**src/rtl/bus_arb_pkg.sv**
```systemverilog
// bus_arb_pkg: shared types, constants and round-robin search for the bus master arbiter
package bus_arb_pkg;

    typedef enum logic [1:0] {IDLE, DRAIN, GRANT, TURN} arb_state_e;

    localparam int OwnerWidth = 3;

    // Returns the first requester after ptr (indices 1..n-1, bit idx-1 of req), or 0 if none.
    // Scanning downward lets the nearest candidate overwrite the farther ones.
    function automatic logic [OwnerWidth-1:0] rr_next(
        input logic [6:0]            req,
        input logic [OwnerWidth-1:0] ptr,
        input int                    n
    );
        logic [OwnerWidth-1:0] win;
        int idx;
        win = '0;
        for (int k = 7; k >= 1; k--) begin
            if (k < n) begin
                idx = (int'(ptr) - 1 + k) % (n - 1) + 1;
                if (|(req & (7'd1 << (idx - 1)))) win = OwnerWidth'(idx);
            end
        end
        return win;
    endfunction

endpackage

```
**src/rtl/bus_master_arbiter_rr_select.sv**
```systemverilog
// rr_select: combinational one-hot round-robin picker over a request vector and pointer
//   req_i  requests, bit i-1 = index i
//   ptr_i  last winner index; the search starts just above it
//   gnt_o  one-hot winner (0 when nothing requests)
//   idx_o  winner index (0 when nothing requests)
module rr_select
    import bus_arb_pkg::*;
#(
    parameter int NumMasters = 3
) (
    input  logic [NumMasters-2:0] req_i,
    input  logic [OwnerWidth-1:0] ptr_i,
    output logic [NumMasters-2:0] gnt_o,
    output logic [OwnerWidth-1:0] idx_o
);
    localparam int W = NumMasters - 1;

    always_comb begin
        idx_o = rr_next(7'(req_i), ptr_i, NumMasters);
        gnt_o = (idx_o == '0) ? '0 : W'(1) << (idx_o - 1'b1);
    end

endmodule

```
**src/rtl/bus_master_arbiter.sv**
```systemverilog
// bus_master_arbiter: shares the CPU peripheral bus between the CPU (master 0) and auxiliary masters
//   clk_i, reset_ni               clock, asynchronous active-low reset
//   cpu_address_i/data_i/we_i     CPU bus request; cpu_rdy_o low stalls the CPU
//   m_req_i/address_i/data_i/we_i auxiliary masters, master i at slice i-1
//   m_gnt_o, m_timeout_o          one-hot grant, one-cycle forced-revoke pulse
//   bus_address_o/data_o/we_o     muxed bus to the address decoders
//   owner_o                       current owner index (0 = CPU)
module bus_master_arbiter
    import bus_arb_pkg::*;
#(
    parameter int NumMasters    = 3,
    parameter int MaxHoldCycles = 4096,
    parameter int address_width = 16,
    parameter int data_width    = 8
) (
    input  logic                                   clk_i,
    input  logic                                   reset_ni,
    input  logic [address_width-1:0]               cpu_address_i,
    input  logic [data_width-1:0]                  cpu_data_i,
    input  logic                                   cpu_we_i,
    output logic                                   cpu_rdy_o,
    input  logic [NumMasters-2:0]                  m_req_i,
    input  logic [(NumMasters-1)*address_width-1:0] m_address_i,
    input  logic [(NumMasters-1)*data_width-1:0]   m_data_i,
    input  logic [NumMasters-2:0]                  m_we_i,
    output logic [NumMasters-2:0]                  m_gnt_o,
    output logic [NumMasters-2:0]                  m_timeout_o,
    output logic [address_width-1:0]               bus_address_o,
    output logic [data_width-1:0]                  bus_data_o,
    output logic                                   bus_we_o,
    output logic [OwnerWidth-1:0]                  owner_o
);
    localparam int M  = NumMasters - 1;
    localparam int CW = $clog2(MaxHoldCycles);
    localparam logic [CW-1:0] HoldLast = CW'(MaxHoldCycles - 1);

    arb_state_e            state_q;
    logic                  rdy_q;
    logic [M-1:0]          gnt_q, own_q, to_q, lock_q, lock_d;
    logic [M-1:0]          elig, win_oh;
    logic [OwnerWidth-1:0] owner_q, ptr_q, win_idx;
    logic [CW-1:0]         cnt_q;
    logic                  owner_req, hold_expire, start_grant;

    assign elig        = m_req_i & ~lock_q;
    assign owner_req   = |(m_req_i & own_q);
    // A release on the expiry edge wins over the timeout.
    assign hold_expire = state_q == GRANT && owner_req && cnt_q == HoldLast;
    assign lock_d      = (lock_q & m_req_i) | (hold_expire ? own_q : '0);
    // The CPU only hands over on a read cycle so it never loses the bus mid-write.
    assign start_grant = |elig && ((state_q == DRAIN && !cpu_we_i) || state_q == TURN);

    rr_select #(.NumMasters(NumMasters)) u_rr (
        .req_i(elig),
        .ptr_i(ptr_q),
        .gnt_o(win_oh),
        .idx_o(win_idx)
    );

    // own_q stays valid through TURN so the bus keeps the last owner's address/data.
    always_comb begin
        bus_address_o = cpu_address_i;
        bus_data_o    = cpu_data_i;
        bus_we_o      = cpu_we_i;
        if (state_q == GRANT || state_q == TURN) begin
            bus_we_o = state_q == GRANT && |(m_we_i & own_q);
            for (int i = 0; i < M; i++) begin
                if (own_q[i]) begin
                    bus_address_o = m_address_i[i*address_width +: address_width];
                    bus_data_o    = m_data_i[i*data_width +: data_width];
                end
            end
        end
    end

    always_ff @(posedge clk_i or negedge reset_ni) begin
        if (!reset_ni) begin
            state_q <= IDLE;
            rdy_q   <= 1'b1;
            gnt_q   <= '0;
            own_q   <= '0;
            to_q    <= '0;
            owner_q <= '0;
            ptr_q   <= OwnerWidth'(M);
            cnt_q   <= '0;
            lock_q  <= '0;
        end else begin
            lock_q <= lock_d;
            to_q   <= hold_expire ? own_q : '0;
            case (state_q)
                IDLE: if (|elig) begin
                    state_q <= DRAIN;
                    rdy_q   <= 1'b0;
                end
                DRAIN: if (~|elig) begin
                    state_q <= IDLE;
                    rdy_q   <= 1'b1;
                end
                GRANT: if (!owner_req || hold_expire) begin
                    state_q <= TURN;
                    gnt_q   <= '0;
                end else begin
                    cnt_q <= cnt_q + 1'b1;
                end
                TURN: begin
                    cnt_q <= '0;
                    if (~|elig) begin
                        state_q <= IDLE;
                        rdy_q   <= 1'b1;
                        owner_q <= '0;
                    end
                end
            endcase
            if (start_grant) begin
                state_q <= GRANT;
                gnt_q   <= win_oh;
                own_q   <= win_oh;
                owner_q <= win_idx;
                ptr_q   <= win_idx;
                cnt_q   <= '0;
            end
        end
    end

    assign cpu_rdy_o   = rdy_q;
    assign m_gnt_o     = gnt_q;
    assign m_timeout_o = to_q;
    assign owner_o     = owner_q;

endmodule
```
**config.mk**
```make
export PLATFORM = sky130hd
export DESIGN_NAME = bus_master_arbiter
export DESIGN_NICKNAME = d
export VERILOG_FILES = /design/src/rtl/bus_arb_pkg.sv /design/src/rtl/bus_master_arbiter_rr_select.sv /design/src/rtl/bus_master_arbiter.sv
export SDC_FILE = /design/constraint.sdc
export NUM_CORES = 1
export LEC_CHECK = 0
export BUFFER_PORTS_ARGS = -buffer_cell sky130_fd_sc_hd__buf_4
export CAP_MARGIN = 15
export CELL_PAD_IN_SITES_DETAIL_PLACEMENT = 0
export CELL_PAD_IN_SITES_GLOBAL_PLACEMENT = 2
export CORE_UTILIZATION = 24
export CTS_BUF_LIST = sky130_fd_sc_hd__clkbuf_16
export CTS_CLUSTER_SIZE = 28
export DETAILED_ROUTE_END_ITERATION = 8
export PLACE_DENSITY = 0.9
export RECOVER_POWER = 25
export SLEW_MARGIN = 20
export SYNTH_ARGS = -nofsm -noshare
export SYNTH_HDL_FRONTEND = slang
export SYNTH_SLANG_ARGS = --single-unit
```
**constraint.sdc**
```tcl
create_clock -name clk_i -period 2.2 [get_ports clk_i]
set_input_delay 0.44 -clock clk_i [delete_from_list [all_inputs] [get_ports clk_i]]
set_output_delay 0.44 -clock clk_i [all_outputs]
set_load 0.02 [all_outputs]
```
==> flow_summary.yaml, run 1 <==
timing:
  setup_viol: 0
  worst_pin_slew_ns: 1.599
  drv_slew: 30
  rsz0062_at_grt: "no"
  clock_skew_ns: 0.005027
  relSlewSlack: -0.06615
  hold_viol: 0
  max_freq_mhz: 477.4
  min_period_ns: 2.095
  tns_ns: 0
  min_period_over_period: 0.9522
final_layout:
  n_antenna_cell: 0
  fillers: 799
  final_cell_mix: "116 x buf_4, 49 x a22o_1, 27 x dfrtp_1, 9 x nand2_1, 8 x a21oi_1"
  multi_input_area_sq_um: 1216
  areaGrowthSynthToFinish_pct: 62.05
  final_layout_size_suffix_gt1_frac: 0.4543
  final_area_sq_um: 3147
  final_common_cell: "buf_4"
  layout.nets: 399
  regArea_sq_um: 728.2
logic_synthesis:
  synth.yosys.seq_area_share: 0.3750
  yosysTopAreaCellShare: 0.3479
  synthCells: 203
  synth.area.top_cells: "dfrtp_1 35%, a22o_1 22%, dfstp_2 2.7%"
  dominantRegCellSynth: "dfrtp_1"
  ys_seq_elements: 29
  syn-num-nets: 286
  async_flop_share: 1.000
  syn_area_sq_um: 1942
  ys_types: 43
  yosysWarnings: 0
  synth_edf_count: 0
  syn_avg_cell_area_sq_um: 9.566
  synth_top_area_cell: "dfrtp_1"
placement:
  placed_cell_area_sq_um: 2927
  numPortBuffers: 111
  hpwlAfterDp_mm: 4.536
  routabilityCongestion: 0.7518
route:
  first_iter_violations: 85
  num_vias: 2119
  drc_errors: 0
  wl_per_cell_um: 15.03
  top_layer: "met4"
  first_pass_iters: 4
  wl_mm: 6.297
  vias_per_cell: 5.057
  routedLengthMet1_mm: 2.845
  dr_wl_met2_mm: 3.123
  wl_met3_um: 249
  ant_nets: 0
setup_path:
  crit_path_frequent_cell: "a22o_1"
  arrival_ns: 1.65
  crit_path_max_incr_delay_ns: 0.46
  regToRegStartpoint: "ptr_q[1]$_DFFE_PN1P_"
  critPathSlowestCell: "nor2b_2"
  crit_type: "flop to output pin"
  path_cells: "nor2b_2 > a22o_1 > a22o_1 > buf_4"
  startpoint: "own_q[1]$_DFFE_PN0P_"
  r2r_setup_slack_ns: 0.13
  cp-start-kind: "flop"
  reg2reg_to: "own_q[1]$_DFFE_PN0P_"
  cp_max_fo: 12
  reg2regPathDepth: 9
  cp.required_ns: 1.76
  crit_end: "bus_address_o[14]"
  worst_setup_path_end_kind: "output pin"
clock_tree:
  numClockSinks: 29
  h-tree-depth: 2
  cts_buffers: 5
  cts_hold_buf: 0
  cts_tree: "built"
  clk-insertion-delay-late_ns: 0.28
  cts_root_buffer: "clkbuf_16"
  max-clock-path-buffers: 2
  cts.reportedPaths.clkPinSlew_ns: 0.05
floorplanning:
  start_util: 0.2500
  dieArea_sq_um: 8455
  fp.coreArea_sq_um: 7767
  die_w_um: 91.95
  io_pins: 112
  die_h_um: 91.95
  num_rows: 32
grt:
  grt_overflow: 0
  grt_pass1_wl_mm: 9.770
  antenna_found_initial: 0
  grtUsageTotal: 0.1466
  first_global_vias: 1958
  grt_max_degree: 31
worst_hold_path:
  hp-class: "input port to flop"
pwr:
  clockPowerShare: 0.205
  p_sw_uw: 1273
  internal-power_uw: 1853
  switching_share: 0.4073
  ir_drop_mv: 0.5148
  seqPwrFrac: 0.241
  combinationalPowerShare: 0.554
  p_per_area_nw_per_um2: 993.4
  p_leak_uw: 0.001496
run_status:
  violations: "max-capacitance violations, max-slew violations"
  status: "complete, but fails checks"
job:
  drv_cap: 1
[repair_timing]
item | CTS | global route
pin swaps | 0 | 5
setup endpoints to repair | 26 | 28
setup buffers | 0 | 1
gates resized for setup | 3 | 11
cloned | 0 | 1
[per-layer routing]
| layer | vias to the layer above | GRT usage |
|---|---|---|
| met5 | - | 0 |
| met4 | 0 | 0.04557 |
| met3 | 8 | 0.02985 |
| met2 | 52 | 0.2276 |
| met1 | 1025 | 0.2036 |
| li1 | 1034 | - |
[worst min path at each step]
stage               cells past startpoint                   end  startpoint  slack [ns]
global placement                        1  cnt_q[3]$_DFFE_PN0P_    reset_ni        0.39
finish                                  2   lock_q[0]$_DFF_PN0_  m_req_i[0]        0.41
detailed placement                      1  cnt_q[3]$_DFFE_PN0P_    reset_ni        0.39
global route                            2   lock_q[0]$_DFF_PN0_  m_req_i[0]        0.41
CTS                                     1  cnt_q[0]$_DFFE_PN0P_    reset_ni        0.09
floorplan                               0  cnt_q[0]$_DFFE_PN0P_    reset_ni        0.14
[critical path, delay by kind of cell (launching register included)]
kind            cells  cell delay, ns
buf+inv             1            0.14
simple gates        1            0.46
flops               1            0.45
compound gates      2            0.33
[kinds of logic (layout without fill, tap and decap cells)]
group           Yosys count  in the layout  synth area share
buf+inv                  18            131           0.03737
fa+ha+maj                 4              4           0.02577
simple gates             58             59            0.1753
flops                    29             29            0.3750
mux                       3              3           0.01675
compound gates           91             91            0.3699
[metrics by stage]
| stage | cells | power, uW | util | hold slack (ns) | worst slack [ns] |
|---|---|---|---|---|---|
| after floorplan | 203 | 1720 | - | 0.1444 | 0.1558 |
| after global placement | 409 | 2352 | 0.3768 | 0.3913 | -0.04665 |
| after detailed placement | 409 | 2373 | 0.3768 | 0.3926 | -0.06651 |
| after CTS | 417 | 3046 | 0.3967 | 0.09326 | -0.006597 |
| after global routing | 419 | 3330 | 0.4051 | 0.4090 | 0.02084 |
| final | 419 | 3126 | 0.4051 | 0.4067 | 0.1051 |
[power by group through the flow]
stage / combinational (uW) / clock (uW) / sequential [uW]
6_report: 1730 / 641 / 752
5_1_grt: 1880 / 678 / 771
4_1_cts: 1650 / 658 / 742
3_5_place_dp: 1630 / 0 / 746
3_3_place_gp: 1610 / 0 / 744
2_1_floorplan: 981 / 0 / 739
[layout make-up]
class / instances / area share
multi-input cells: 157 / 0.3865
repair buffers: 120 / 0.2942
flip-flops and latches: 29 / 0.2314
well taps: 102 / 0.04056
clock buffers: 5 / 0.03976
clock inverters: 3 / 0.003976
inverters: 3 / 0.003579
[synthesized netlist by cell type, drive strengths merged (2+ instances only)]
cell,count
a21o,6
a21oi,9
a22o,49
a22oi,2
a31o,3
and2,2
and3,3
buf,2
clkbuf,13
dfrtp,27
dfstp,2
ha,4
inv,3
mux2,2
nand2,9
nand2b,6
nand3,4
nand4,4
nor2,4
nor2b,6
nor3,2
nor4,3
o21ai,9
o2bb2ai,3
o31ai,4
or2,4
or3,3
or4,6
[registers in the layout, summed over array words and instances (netlist names)]
signal and count:
ptr_q 3, cpu_rdy_o 1, state_q 2, m_timeout_o 2, own_q 2, lock_q 2
owner_o 3, m_gnt_o 2, cnt_q 12
Power figures use the tool's default switching activity.
==> run 2: changes to the inputs <==
--- a/config.mk
+++ b/config.mk
@@ -9,6 +9,7 @@
 export CAP_MARGIN = 15
 export CELL_PAD_IN_SITES_DETAIL_PLACEMENT = 0
 export CELL_PAD_IN_SITES_GLOBAL_PLACEMENT = 2
+export CORE_MARGIN = 5
 export CORE_UTILIZATION = 24
 export CTS_BUF_LIST = sky130_fd_sc_hd__clkbuf_16
 export CTS_CLUSTER_SIZE = 28
==> run 2 against run 1 <==
The flow still finishes with violations (max-capacitance violations, max-slew violations); critical path depth is 5 higher; fmax is 2.3% lower; register-to-register slack worse by 0.08 ns; non-clock buffer count is 2 higher; power is 5.8% higher; final area is 1.1% higher; cell count is 0.48% higher; sequential power is 2% higher; utilization is 0.24 points higher; largest power group unchanged.
==> flow_summary.yaml, run 2 (same netlist as run 1, synthesis figures left out) <==
route:
  top_layer: "met4"
  first_iter_violations: 103
  wl_per_cell_um: 17.32
  dr_wl_met2_mm: 3.749
  ant_nets: 0
  num_vias: 2098
  vias_per_cell: 4.983
  routedLengthMet1_mm: 3.093
  wl_met3_um: 336
  wl_mm: 7.291
  drc_errors: 0
  first_pass_iters: 4
grt:
  antenna_found_initial: 0
  grt_overflow: 0
  first_global_vias: 2039
  grt_max_degree: 31
  grtUsageTotal: 0.1321
  grt_pass1_wl_mm: 10.65
setup_path:
  arrival_ns: 2.36
  crit_type: "flop to flop"
  reg2regPathDepth: 9
  cp_max_fo: 3
  cp.required_ns: 2.42
  cp-start-kind: "flop"
  worst_setup_path_end_kind: "flop"
  r2r_setup_slack_ns: 0.05
placement:
  routabilityCongestion: 0.7654
  place_ws_ns: -0.01335
  hpwlAfterDp_mm: 5.159
  numPortBuffers: 111
  placedCellCount: 409
worst_hold_path:
  hp-class: "input port to flop"
  hold_depth: 2
floorplanning:
  start_util: 0.2487
  dieArea_sq_um: 9990
  fp.coreArea_sq_um: 7807
  num_rows: 32
  die_h_um: 99.95
  io_pins: 112
  die_w_um: 99.95
clock_tree:
  max-clock-path-buffers: 2
  clk-insertion-delay-late_ns: 0.28
  cts_buffers: 5
  h-tree-depth: 2
  cts_root_buffer: "clkbuf_16"
  cts.reportedPaths.clkPinSlew_ns: 0.05
  cts_tree: "built"
  numClockSinks: 29
run_status:
  violations: "max-capacitance violations, max-slew violations"
  status: "complete, but fails checks"
final_layout:
  final_common_cell: "buf_4"
  stdcell_count: 421
  regMostFlops: "cnt_q"
  areaGrowthSynthToFinish_pct: 63.85
  largest_reg_flops: 12
  layout.nets: 401
  n_antenna_cell: 0
  final_cell_mix: "118 x buf_4, 49 x a22o_1, 24 x dfrtp_1, 9 x nand2_1, 8 x a21oi_1"
  final_layout_size_suffix_gt1_frac: 0.4639
timing:
  min_period_ns: 2.145
  min_period_over_period: 0.9751
  hold_viol: 0
  worst_slack_ns: 0.05476
  max_freq_mhz: 466.1
  setup_viol: 0
  worst_hold_slack_ns: 0.4064
  clock_skew_ns: 0.005237
  relSlewSlack: -0.09467
  drv_slew: 30
  worst_pin_slew_ns: 1.642
  tns_ns: 0
pwr:
  finalPower_uw: 3306
  ir_drop_mv: 0.6849
  p_leak_uw: 0.001518
  p_per_area_nw_per_um2: 1039
job:
  drv_cap: 1
run 2: changes by cell type in the layout (fill, tap and decap cells not counted), moves of 2 or more:
cell      previous run  this run
dfrtp_2              0         3
inv_1                2         4
clkinv_1             2         0
dfrtp_1             27        24
buf_4              116       118
run 2: through the flow:
step,area (sq um),utilization
final,3182,0.4075
after detailed placement,2912,0.3729
after CTS,3105,0.3978
after floorplan,1942,-
after global placement,2912,0.3729
after global routing,3182,0.4075
run 2: final timing paths:
path	end	start
setup / recovery	own_q[1]$_DFFE_PN0P_	ptr_q[1]$_DFFE_PN1P_
hold / removal	lock_q[1]$_DFF_PN0_	m_req_i[1]
setup reg to reg	own_q[1]$_DFFE_PN0P_	ptr_q[1]$_DFFE_PN1P_
hold reg to reg	ptr_q[2]$_DFFE_PN0P_	ptr_q[2]$_DFFE_PN0P_
max in group asynchronous	own_q[1]$_DFFE_PN0P_	reset_ni
min in group asynchronous	ptr_q[2]$_DFFE_PN0P_	reset_ni
run 2: final cells by class:
cell class	count	area, sq um
clock inverters	3	38.79
flip-flops and latches	29	732.0
repair buffers	122	935.9
inverters	3	11.26
clock buffers	5	125.1
well taps	102	127.6
multi-input cells	157	1211
fillers	785	4626
run 2: repair_timing:
item	4_1_cts	5_1_grt
pin swaps	0	3
resized for setup	6	15
hold buffers	0	0
endpoints found under the setup margin	26	23
setup buffers	0	2
gates cloned	0	2
run 2: where the power goes:
part           internal, uW  total, uW  leakage (uW)  switching, uW
clock                   527        769     0.0000850            243
sequential              634        770      0.000386            136
combinational           815       1770       0.00105            952
total                  1980       3310       0.00152           1330
run 2: layer usage:
metal  track usage  up-vias
met5             0        -
met4       0.04202        0
met3       0.03336       11
met2        0.2099       53
met1        0.1758      999
li1              -     1035
run 2: worst max-delay path: stages, from the launching register on:
cell      delay [ns]
dfstp_2         0.53
inv_1           0.04
ha_1            0.25
nand2b_1        0.16
a21oi_2         0.16
o21ai_2         0.09
ha_1            0.35
nand2b_4        0.08
nor4b_4         0.31
a21o_1          0.12
